--- config.mk ---
export PLATFORM = sky130hd
export DESIGN_NAME = sdr_cmd_sched
export DESIGN_NICKNAME = d
export VERILOG_FILES = /design/src/rtl/sdr_cmd_sched_pkg.sv /design/src/rtl/sdr_cmd_sched_ref_timer.sv /design/src/rtl/sdr_cmd_sched.sv
export SDC_FILE = /design/constraint.sdc
export NUM_CORES = 1
export LEC_CHECK = 0
export CORE_MARGIN = 3
export CORE_UTILIZATION = 35
export CTS_CLUSTER_DIAMETER = 100
export DETAILED_ROUTE_END_ITERATION = 10
export GPL_ROUTABILITY_DRIVEN = 0
export HOLD_SLACK_MARGIN = 0.12
export PLACE_DENSITY_LB_ADDON = 0.25
export SLEW_MARGIN = 20
export SYNTH_ARGS = -nofsm -noshare
export SYNTH_HDL_FRONTEND = slang
export SYNTH_HIERARCHICAL = 1
export SYNTH_SLANG_ARGS = --single-unit
--- constraint.sdc ---
create_clock -name pclk -period 3.4 [get_ports pclk]
set_input_delay 1.02 -clock pclk [delete_from_list [all_inputs] [get_ports pclk]]
set_output_delay 1.02 -clock pclk [all_outputs]
set_load 0.02 [all_outputs]
--- src/rtl/sdr_cmd_sched_pkg.sv ---
// Shared types and timing defaults for the SDRAM command-phase scheduler.
//   cmd_state_t  : command state presented to sdr_ctrl_sig
//   init_state_t : init sequencer states (i_ready gates host traffic)
//   *_DEF        : default timing in pclk cycles
package sdr_cmd_sched_pkg;

  localparam int CA_LSB     = 0;
  localparam int RA_MSB     = 23;
  localparam int ADDR_W_DEF = RA_MSB - CA_LSB + 1;

  localparam int TRCD_DEF   = 2;
  localparam int CAS_DEF    = 2;
  localparam int BL_DEF     = 4;
  localparam int TRFC_DEF   = 7;
  localparam int TREC_DEF   = 3;
  localparam int REFI_DEF   = 1560;

  typedef enum logic [3:0] {
    c_idle   = 4'd0,
    c_ACTIVE = 4'd1,
    c_tRCD   = 4'd2,
    c_READA  = 4'd3,
    c_cl     = 4'd4,
    c_rdata  = 4'd5,
    c_WRITEA = 4'd6,
    c_wdata  = 4'd7,
    c_AR     = 4'd8,
    c_tRFC   = 4'd9
  } cmd_state_t;

  typedef enum logic [2:0] {
    i_nop   = 3'd0,
    i_pre   = 3'd1,
    i_ar1   = 3'd2,
    i_ar2   = 3'd3,
    i_mrs   = 3'd4,
    i_ready = 3'd5
  } init_state_t;

  function automatic int max2(input int a, input int b);
    return (a > b) ? a : b;
  endfunction

endpackage

--- src/rtl/sdr_cmd_sched_ref_timer.sv ---
// Periodic auto-refresh request generator.
//   pclk, preset : clock, async active-high reset
//   en           : count enable (init_done); timer frozen while low
//   ack          : scheduler has issued c_AR for the pending request
//   ref_req      : refresh pending
//   ref_overrun  : sticky, an interval expired while a request was still pending
module sdr_ref_timer #(
  parameter int REF_INTERVAL = 1560
) (
  input  logic pclk,
  input  logic preset,
  input  logic en,
  input  logic ack,
  output logic ref_req,
  output logic ref_overrun
);

  localparam int T_W = $clog2(REF_INTERVAL + 1);
  localparam logic [T_W-1:0] RELOAD = T_W'(REF_INTERVAL - 1);

  logic [T_W-1:0] tmr;

  always_ff @(posedge pclk or posedge preset) begin
    if (preset) begin
      tmr         <= RELOAD;
      ref_req     <= 1'b0;
      ref_overrun <= 1'b0;
    end else begin
      if (ack) ref_req <= 1'b0;
      if (en) begin
        if (tmr == '0) begin
          tmr     <= RELOAD;
          // A new expiry overrides a same-cycle ack; requests do not queue.
          ref_req <= 1'b1;
          if (ref_req && !ack) ref_overrun <= 1'b1;
        end else begin
          tmr <= tmr - 1'b1;
        end
      end
    end
  end

endmodule

--- src/rtl/sdr_cmd_sched.sv ---
// SDRAM command-phase scheduler between the host port and sdr_ctrl_sig.
// One host access at a time: ACTIVE -> tRCD -> READA/WRITEA -> CL/data.
// Periodic auto-refresh wins over a host request in idle.
//   pclk, preset           : clock, async active-high reset
//   init_done              : init sequencer reached i_ready
//   psel/penable/pwrite/paddr : host request, held until pready
//   pready                 : one-cycle pulse on the last data beat
//   cmd_addr               : address latched at accept
//   cState                 : command state to sdr_ctrl_sig
//   rd_valid / wr_strobe   : read beat / write command+beat qualifiers
//   busy                   : not idle or still recovering
//   ref_overrun            : sticky refresh overrun flag
module sdr_cmd_sched
  import sdr_cmd_sched_pkg::*;
#(
  parameter int ADDR_W       = ADDR_W_DEF,
  parameter int tRCD_CYC     = TRCD_DEF,
  parameter int CAS_LAT      = CAS_DEF,
  parameter int BURST_LEN    = BL_DEF,
  parameter int tRFC_CYC     = TRFC_DEF,
  parameter int tREC_CYC     = TREC_DEF,
  parameter int REF_INTERVAL = REFI_DEF
) (
  input  logic              pclk,
  input  logic              preset,
  input  logic              init_done,
  input  logic              psel,
  input  logic              penable,
  input  logic              pwrite,
  input  logic [ADDR_W-1:0] paddr,
  output logic              pready,
  output logic [ADDR_W-1:0] cmd_addr,
  output cmd_state_t        cState,
  output logic              rd_valid,
  output logic              wr_strobe,
  output logic              busy,
  output logic              ref_overrun
);

  localparam int PH_MAX = max2(max2(tRCD_CYC, CAS_LAT), max2(BURST_LEN, tRFC_CYC));
  localparam int PH_W   = $clog2(PH_MAX) + 1;
  localparam int REC_W  = $clog2(tREC_CYC + 1) + 1;

  typedef logic [PH_W-1:0]  ph_t;
  typedef logic [REC_W-1:0] rec_t;

  // A phase of N cycles loads N-1 on entry and exits when the counter is 0.
  localparam ph_t TRCD_LD = ph_t'((tRCD_CYC  > 1) ? tRCD_CYC  - 2 : 0);
  localparam ph_t CL_LD   = ph_t'((CAS_LAT   > 1) ? CAS_LAT   - 2 : 0);
  localparam ph_t RD_LD   = ph_t'(BURST_LEN - 1);
  localparam ph_t WD_LD   = ph_t'((BURST_LEN > 1) ? BURST_LEN - 2 : 0);
  localparam ph_t RFC_LD  = ph_t'((tRFC_CYC  > 1) ? tRFC_CYC  - 2 : 0);
  // The first idle cycle after an access is already a recovery cycle, so the
  // counter holds the recovery cycles still owed after the current one.
  localparam rec_t REC_LD = rec_t'((tREC_CYC > 0) ? tREC_CYC - 1 : 0);

  cmd_state_t state;
  ph_t        ph_cnt;
  rec_t       rec_cnt;
  logic       is_wr;
  logic       ref_req;
  logic       rec_zero;
  logic       ref_ack;
  logic       accept;

  assign cState   = state;
  assign rec_zero = (rec_cnt == '0);
  assign ref_ack  = (state == c_idle) & ref_req & init_done & rec_zero;
  assign accept   = (state == c_idle) & init_done & rec_zero & ~ref_req
                  & psel & penable & ~pready;

  sdr_ref_timer #(
    .REF_INTERVAL (REF_INTERVAL)
  ) u_ref_timer (
    .pclk        (pclk),
    .preset      (preset),
    .en          (init_done),
    .ack         (ref_ack),
    .ref_req     (ref_req),
    .ref_overrun (ref_overrun)
  );

  always_ff @(posedge pclk or posedge preset) begin
    if (preset) begin
      state     <= c_idle;
      ph_cnt    <= '0;
      rec_cnt   <= '0;
      is_wr     <= 1'b0;
      cmd_addr  <= '0;
      pready    <= 1'b0;
      rd_valid  <= 1'b0;
      wr_strobe <= 1'b0;
      busy      <= 1'b0;
    end else begin
      case (state)
        c_idle: begin
          if (ref_ack) begin
            state <= c_AR;
            busy  <= 1'b1;
          end else if (accept) begin
            state    <= c_ACTIVE;
            busy     <= 1'b1;
            cmd_addr <= paddr;
            is_wr    <= pwrite;
          end else if (!rec_zero) begin
            rec_cnt <= rec_cnt - 1'b1;
            busy    <= (rec_cnt != rec_t'(1));
          end else begin
            busy <= 1'b0;
          end
        end

        c_ACTIVE: begin
          if (tRCD_CYC > 1) begin
            state  <= c_tRCD;
            ph_cnt <= TRCD_LD;
          end else if (is_wr) begin
            state     <= c_WRITEA;
            wr_strobe <= 1'b1;
            pready    <= (BURST_LEN == 1);
          end else begin
            state <= c_READA;
          end
        end

        c_tRCD: begin
          if (ph_cnt != '0) begin
            ph_cnt <= ph_cnt - 1'b1;
          end else if (is_wr) begin
            state     <= c_WRITEA;
            wr_strobe <= 1'b1;
            pready    <= (BURST_LEN == 1);
          end else begin
            state <= c_READA;
          end
        end

        c_READA: begin
          if (CAS_LAT > 1) begin
            state  <= c_cl;
            ph_cnt <= CL_LD;
          end else begin
            state    <= c_rdata;
            ph_cnt   <= RD_LD;
            rd_valid <= 1'b1;
            pready   <= (BURST_LEN == 1);
          end
        end

        c_cl: begin
          if (ph_cnt != '0) begin
            ph_cnt <= ph_cnt - 1'b1;
          end else begin
            state    <= c_rdata;
            ph_cnt   <= RD_LD;
            rd_valid <= 1'b1;
            pready   <= (BURST_LEN == 1);
          end
        end

        c_rdata: begin
          if (ph_cnt != '0) begin
            ph_cnt <= ph_cnt - 1'b1;
            pready <= (ph_cnt == ph_t'(1));
          end else begin
            state    <= c_idle;
            rd_valid <= 1'b0;
            pready   <= 1'b0;
            rec_cnt  <= REC_LD;
            busy     <= (REC_LD != '0);
          end
        end

        c_WRITEA: begin
          if (BURST_LEN > 1) begin
            state  <= c_wdata;
            ph_cnt <= WD_LD;
            pready <= (BURST_LEN == 2);
          end else begin
            state     <= c_idle;
            wr_strobe <= 1'b0;
            pready    <= 1'b0;
            rec_cnt   <= REC_LD;
            busy      <= (REC_LD != '0);
          end
        end

        c_wdata: begin
          if (ph_cnt != '0) begin
            ph_cnt <= ph_cnt - 1'b1;
            pready <= (ph_cnt == ph_t'(1));
          end else begin
            state     <= c_idle;
            wr_strobe <= 1'b0;
            pready    <= 1'b0;
            rec_cnt   <= REC_LD;
            busy      <= (REC_LD != '0);
          end
        end

        c_AR: begin
          if (tRFC_CYC > 1) begin
            state  <= c_tRFC;
            ph_cnt <= RFC_LD;
          end else begin
            state <= c_idle;
            busy  <= 1'b0;
          end
        end

        // Refresh never loads recovery; idle was entered with rec_cnt==0.
        c_tRFC: begin
          if (ph_cnt != '0) begin
            ph_cnt <= ph_cnt - 1'b1;
          end else begin
            state <= c_idle;
            busy  <= 1'b0;
          end
        end

        default: begin
          state <= c_idle;
          busy  <= 1'b0;
        end
      endcase
    end
  end

endmodule
==> flow_summary.yaml, run 1 <==
floorplanning:
  initial_core_util: 0.361
  rows: 32
  die_h_um: 95.5
  die_area_um2: 9130
  core-area_um2: 7770
  die_w_um: 95.5
  num_io_pins: 63
global_route:
  grt_max_degree: 41
  grt_pass1_vias: 2116
  grt_use_total: 0.143
  grt_pass1_wl_mm: 10.2
  antenna_found_initial: 0
  overflow: 0
clock_network:
  clk_latency_ps: 320
  post-cts-setup-buffers: 0
  cts.sinks: 53
  clk_path_buf_depth: 2
  cts_tree: "built"
  cts-resized-gates: 0
  clk_pin_slew_ps: 110
  cts_root_buffer: "clkbuf_8"
  numCtsBuffers: 5
  ctsHoldBuffers: 0
  htreeDepth: 2
final_layout:
  areaGrowthSynthToFinish_pct: 29.2
  instances_no_fill: 421
  drive_above_1_share: 0.185
  nFillCells: 747
  post-route-util: 0.467
  layout.nets: 356
  diodes: 0
timing:
  setup_viol: 0
  slew_violations: 0
  period_needed_ps: 2810
  layout_setup_ws_ps: 593
  slew_headroom: 0.474
  skew_ps: 15.3
  max_freq_mhz: 356
  final-hold-violation-count: 0
  rsz0062_at_grt: "false"
  fin_setup_tns_ps: 0
  tightest_slew_ps: 782
  period_share: 0.826
pwr:
  p_leak_nw: 1.52
  ir_drop_v: 0.000375
  p_per_area_nw_per_um2: 914
  total_power_w: 0.00332
detailed_routing:
  first_pass_iters: 4
  dr_total_vias: 2194
  postRouteAntennaNets: 0
  wl_per_cell_um: 15.1
  vias_per_cell: 5.21
  drc: 0
  wl_met1_mm: 2.80
  met3_length_um: 230
  routed_wl_mm: 6.35
  wl_met2_mm: 3.24
  highest_layer: "met4"
  drt_iter0_drc: 111
synthesis:
  yosysMostFrequentCell: "dfrtp_1"
  ys_seq_area_frac: 0.475
  synthFlopType: "dfrtp_1"
  yosys-top-cells-area: "dfrtp_1 (42%), mux2_2 (10%), dfstp_2 (5.6%)"
  synth_edf_count: 0
  synth-seq-cells: 53
  synth-async-reset-ratio: 1.00
  synth_common_cells: "dfrtp_1 (47), mux2_2 (25), nand2_1 (17)"
  ys_types: 61
  synth_top_area_frac: 0.419
  synth_cells: 255
  postSynthAreaPerCell_um2: 11.0
  yosys_warnings: 6
  synth_top_cell_by_area: "dfrtp_1"
  synth_area_um2: 2810
  syn_nets: 293
placed_design:
  port_buffers: 62
  pre_cts_slack_ps: 518
  dpl.hpwl_mm: 4.57
  placed_cells: 413
setup_path:
  path_class: "flip-flop to output pin"
  critPathCaptureType: "output pin"
  worstPathCellList: "clkdlybuf4s50_1"
  slowest_delay_ps: 730
  cp-start-kind: "flip-flop"
  worstPathArrival_ps: 1790
  cpLargestDelayFamily: "flip-flops"
  required_ps: 2380
  worst_path_max_delay_cell: "dfrtp_1"
  worstPathBufferInverterCount: 1
  r2r_start: "cState[0]"
  cp-startpoint: "cState[0]"
  cp_max_fo: 19
job:
  maxCapViolCount: 0
hold_path:
  worstHoldStart: "u_ref_timer/ref_overrun"
  hp-class: "flip-flop to flip-flop"
status:
  status: "completed"
flip-flops by register name, indices dropped and copies added (netlist names):
name / cells
cmd_addr: 24
u_ref_timer/tmr: 11
cState: 4
ph_cnt: 4
rec_cnt: 3
busy: 1
is_wr: 1
pready: 1
rd_valid: 1
u_ref_timer/ref_overrun: 1
u_ref_timer/ref_req: 1
wr_strobe: 1
per-stage QoR:
stage	hold WS [ps]	cell area (um^2)
6_report	490	3630
5_1_grt	526	3630
4_1_cts	493	3630
3_5_place_dp	462	3530
3_3_place_gp	461	3530
2_1_floorplan	464	2810
where the power goes:
group          switching [W]  internal, W
registers           0.000267     0.000948
clock network       0.000230     0.000150
logic               0.000890     0.000831
total                0.00139      0.00193
layout make-up:
| type | instances | area [um^2] | share of cell area |
|---|---|---|---|
| well taps | 102 | 128 | 0.0352 |
| multi-input cells | 174 | 1340 | 0.371 |
| repair buffers | 68 | 666 | 0.184 |
| clock buffers | 5 | 68.8 | 0.0190 |
| inverters | 16 | 60.1 | 0.0166 |
| clock inverters | 3 | 26.3 | 0.00725 |
| flip-flops and latches | 53 | 1330 | 0.368 |
per-layer routing:
metal / global-route usage / vias to the layer above
met5: 0 / -
met4: 0.0427 / 0
met3: 0.0268 / 6
met2: 0.245 / 40
met1: 0.182 / 1086
li1: - / 1062
logic make-up after synthesis:
kind of cell / after synthesis / synth area share
flip-flops: 53 / 0.475
multiplexers: 27 / 0.108
buffers and inverters: 28 / 0.0459
AO/OA/AOI/OAI: 57 / 0.140
adder cells (fa/ha/maj): 8 / 0.0357
AND/OR/NAND/NOR: 77 / 0.180
XOR/XNOR: 5 / 0.0156
cells in the final DEF, fill, tap and decap left out, drive strengths merged, types with 3 or more instances in the layout:
| cell | Yosys | routed |
|---|---|---|
| nor4 | 4 | 4 |
| o31ai | 6 | 6 |
| mux2 | 27 | 27 |
| nand2 | 17 | 17 |
| or3b | 3 | 3 |
| nand3 | 4 | 4 |
| o41ai | 3 | 3 |
| ha | 8 | 8 |
| o21ai | 13 | 13 |
| nor2 | 12 | 12 |
| or4 | 4 | 4 |
| nor3 | 4 | 4 |
| clkbuf | 7 | 5 |
| nor2b | 3 | 3 |
| clkdlybuf4s50 | 0 | 62 |
| xnor2 | 3 | 3 |
| a22oi | 3 | 3 |
| buf | 5 | 6 |
| a31oi | 3 | 3 |
| dfstp | 6 | 6 |
| nor4b | 3 | 3 |
| nor3b | 5 | 5 |
| nand2b | 5 | 5 |
| inv | 16 | 17 |
| o211ai | 3 | 3 |
| a211oi | 3 | 3 |
| a21oi | 8 | 8 |
| dfrtp | 47 | 47 |
final timing paths:
kind / end / slack [ps] / depth (start not counted)
setup reg to reg: cmd_addr[15] / 1000 / 5
max in group asynchronous: rec_cnt[2] / 1890 / 3
hold reg to reg: u_ref_timer/ref_overrun / 490 / 1
setup / recovery: cState[0] / 590 / 1
hold / removal: u_ref_timer/ref_overrun / 490 / 1
min in group asynchronous: u_ref_timer/tmr[7] / 1050 / 2
Power figures use the tool's default switching activity.
==> run 2: changes to the inputs <==
==> constraint.sdc (replaced) <==
create_clock -name pclk -period 2.5 [get_ports pclk]
set_input_delay 0.75 -clock pclk [delete_from_list [all_inputs] [get_ports pclk]]
set_output_delay 0.75 -clock pclk [all_outputs]
set_load 0.02 [all_outputs]
==> flow_summary.yaml, run 2 (synthesis gave the netlist of run 1 again) <==
status:
  status: "completed"
final_layout:
  diodes: 0
  areaGrowthSynthToFinish_pct: 32.0
  layout_common_cells: "clkdlybuf4s50_1 (62), dfrtp_1 (47), mux2_2 (25)"
  reg_top3: "cmd_addr: 24 flops, u_ref_timer/tmr: 11 flops"
  layout.nets: 365
  largest_register: "cmd_addr"
  instances_no_fill: 430
  final_common_cell: "clkdlybuf4s50_1"
  drive_above_1_share: 0.207
  largest_reg_flops: 24
setup_path:
  required_ps: 1750
  cpLargestDelayFamily: "buffers and inverters"
  worstPathBufferInverterCount: 1
  worstPathArrival_ps: 1640
  path_class: "flip-flop to output pin"
  cp_max_fo: 14
  worstPathCellList: "clkdlybuf4s50_1"
  slowest_delay_ps: 700
  cp-start-kind: "flip-flop"
  critPathCaptureType: "output pin"
  crit_cells: 1
  worstRegToRegCells: 6
  rr_endpoint: "rec_cnt[0]"
  r2r_setup_slack_ps: 350
  worst_path_max_delay_cell: "clkdlybuf4s50_1"
  r2r_start: "ph_cnt[0]"
clock_network:
  cts.sinks: 53
  clk_pin_slew_ps: 100
  post-cts-setup-buffers: 0
  cts_root_buffer: "clkbuf_8"
  clk_path_buf_depth: 2
  numCtsBuffers: 5
  cts-resized-gates: 0
  cts_tree: "built"
  htreeDepth: 2
  ctsHoldBuffers: 0
  clk_latency_ps: 310
timing:
  period_share: 0.954
  slew_headroom: 0.463
  max_freq_mhz: 419
  skew_ps: 10.9
  period_needed_ps: 2390
  tightest_slew_ps: 798
  rsz0062_at_grt: "false"
  fin_setup_tns_ps: 0
  slew_violations: 0
  setup_viol: 0
  final-hold-violation-count: 0
global_route:
  overflow: 0
  grt_pass1_vias: 2134
  grt_use_total: 0.147
  antenna_found_initial: 0
  grt_max_degree: 41
  grt_pass1_wl_mm: 10.6
pwr:
  seq_power_share: 0.366
  p_per_area_nw_per_um2: 1230
  p_leak_nw: 1.57
  switching_power_w: 0.00190
  ir_drop_v: 0.000558
  pwr-share-clk: 0.113
  pwr-share-comb: 0.521
  internal_power_w: 0.00266
  switching_share: 0.417
hold_path:
  hp-class: "flip-flop to flip-flop"
  worstHoldEndpoint: "u_ref_timer/ref_overrun"
  worstHoldStart: "u_ref_timer/ref_overrun"
  hold_depth: 1
floorplanning:
  die_w_um: 95.5
  core-area_um2: 7770
  rows: 32
  num_io_pins: 63
  die_h_um: 95.5
  initial_core_util: 0.361
  die_area_um2: 9130
detailed_routing:
  drc: 0
  drt_iter0_drc: 111
  routed_wl_mm: 6.40
  vias_per_cell: 5.12
  first_pass_iters: 4
  wl_per_cell_um: 14.9
  dr_total_vias: 2202
  postRouteAntennaNets: 0
placed_design:
  dpl.hpwl_mm: 4.68
  port_buffers: 62
  placed_cells: 422
job:
  maxCapViolCount: 0
## run 2: changes by cell type in the layout (fill, tap and decap cells not counted), sizes merged
cell / previous run / this run
buf: 6 / 15
clkinv: 0 / 1
clkinvlp: 2 / 1
## run 2: layout make-up
| class | instances | area [um^2] |
|---|---|---|
| multi-input combinational | 174 | 1340 |
| tap | 102 | 128 |
| fill | 734 | 4060 |
| clock buffer | 5 | 68.8 |
| inverter | 16 | 60.1 |
| clock inverter | 3 | 25.0 |
| timing repair buffer | 77 | 746 |
| sequential | 53 | 1330 |
## run 2: metrics by stage
stage | util | instance area (um^2) | total power, W | setup slack (ps) | hold slack, ps
6_report | 0.477 | 3700 | 0.00456 | 114 | 489
5_1_grt | 0.477 | 3700 | 0.00494 | 49.0 | 520
4_1_cts | 0.477 | 3700 | 0.00460 | 109 | 499
3_5_place_dp | 0.465 | 3610 | 0.00407 | 14.4 | 463
3_3_place_gp | 0.465 | 3610 | 0.00401 | 40.6 | 461
2_1_floorplan | - | 2810 | 0.00314 | 365 | 464
## run 2: worst max path at each step
stage,start,end,slack [ps]
after floorplan,cState[0],cmd_addr[0],370
after global placement,init_done,u_ref_timer/tmr[5],40
after detailed placement,init_done,u_ref_timer/tmr[5],10
after CTS,cState[3],cState[3],110
after global routing,cState[3],cState[3],50
final,cState[3],cState[3],110
## run 2: power by group through the flow
| stage | Sequential, W | Clock [W] | Combinational [W] |
|---|---|---|---|
| 5_1_grt | 0.00174 | 0.000571 | 0.00263 |
| 6_report | 0.00167 | 0.000515 | 0.00237 |
| 2_1_floorplan | 0.00186 | 0 | 0.00127 |
| 4_1_cts | 0.00167 | 0.000539 | 0.00239 |
| 3_5_place_dp | 0.00168 | 0 | 0.00238 |
| 3_3_place_gp | 0.00167 | 0 | 0.00234 |
## run 2: routing by layer
metal  part of all wire  vias to the layer above  wire, um  track usage
li1                   -                     1076         -            -
met4             0.0083                        0        53       0.0415
met3              0.036                        5       231       0.0308
met1               0.46                     1077      2970        0.201
met2               0.49                       44      3150        0.237
met5                  0                        -         0            0
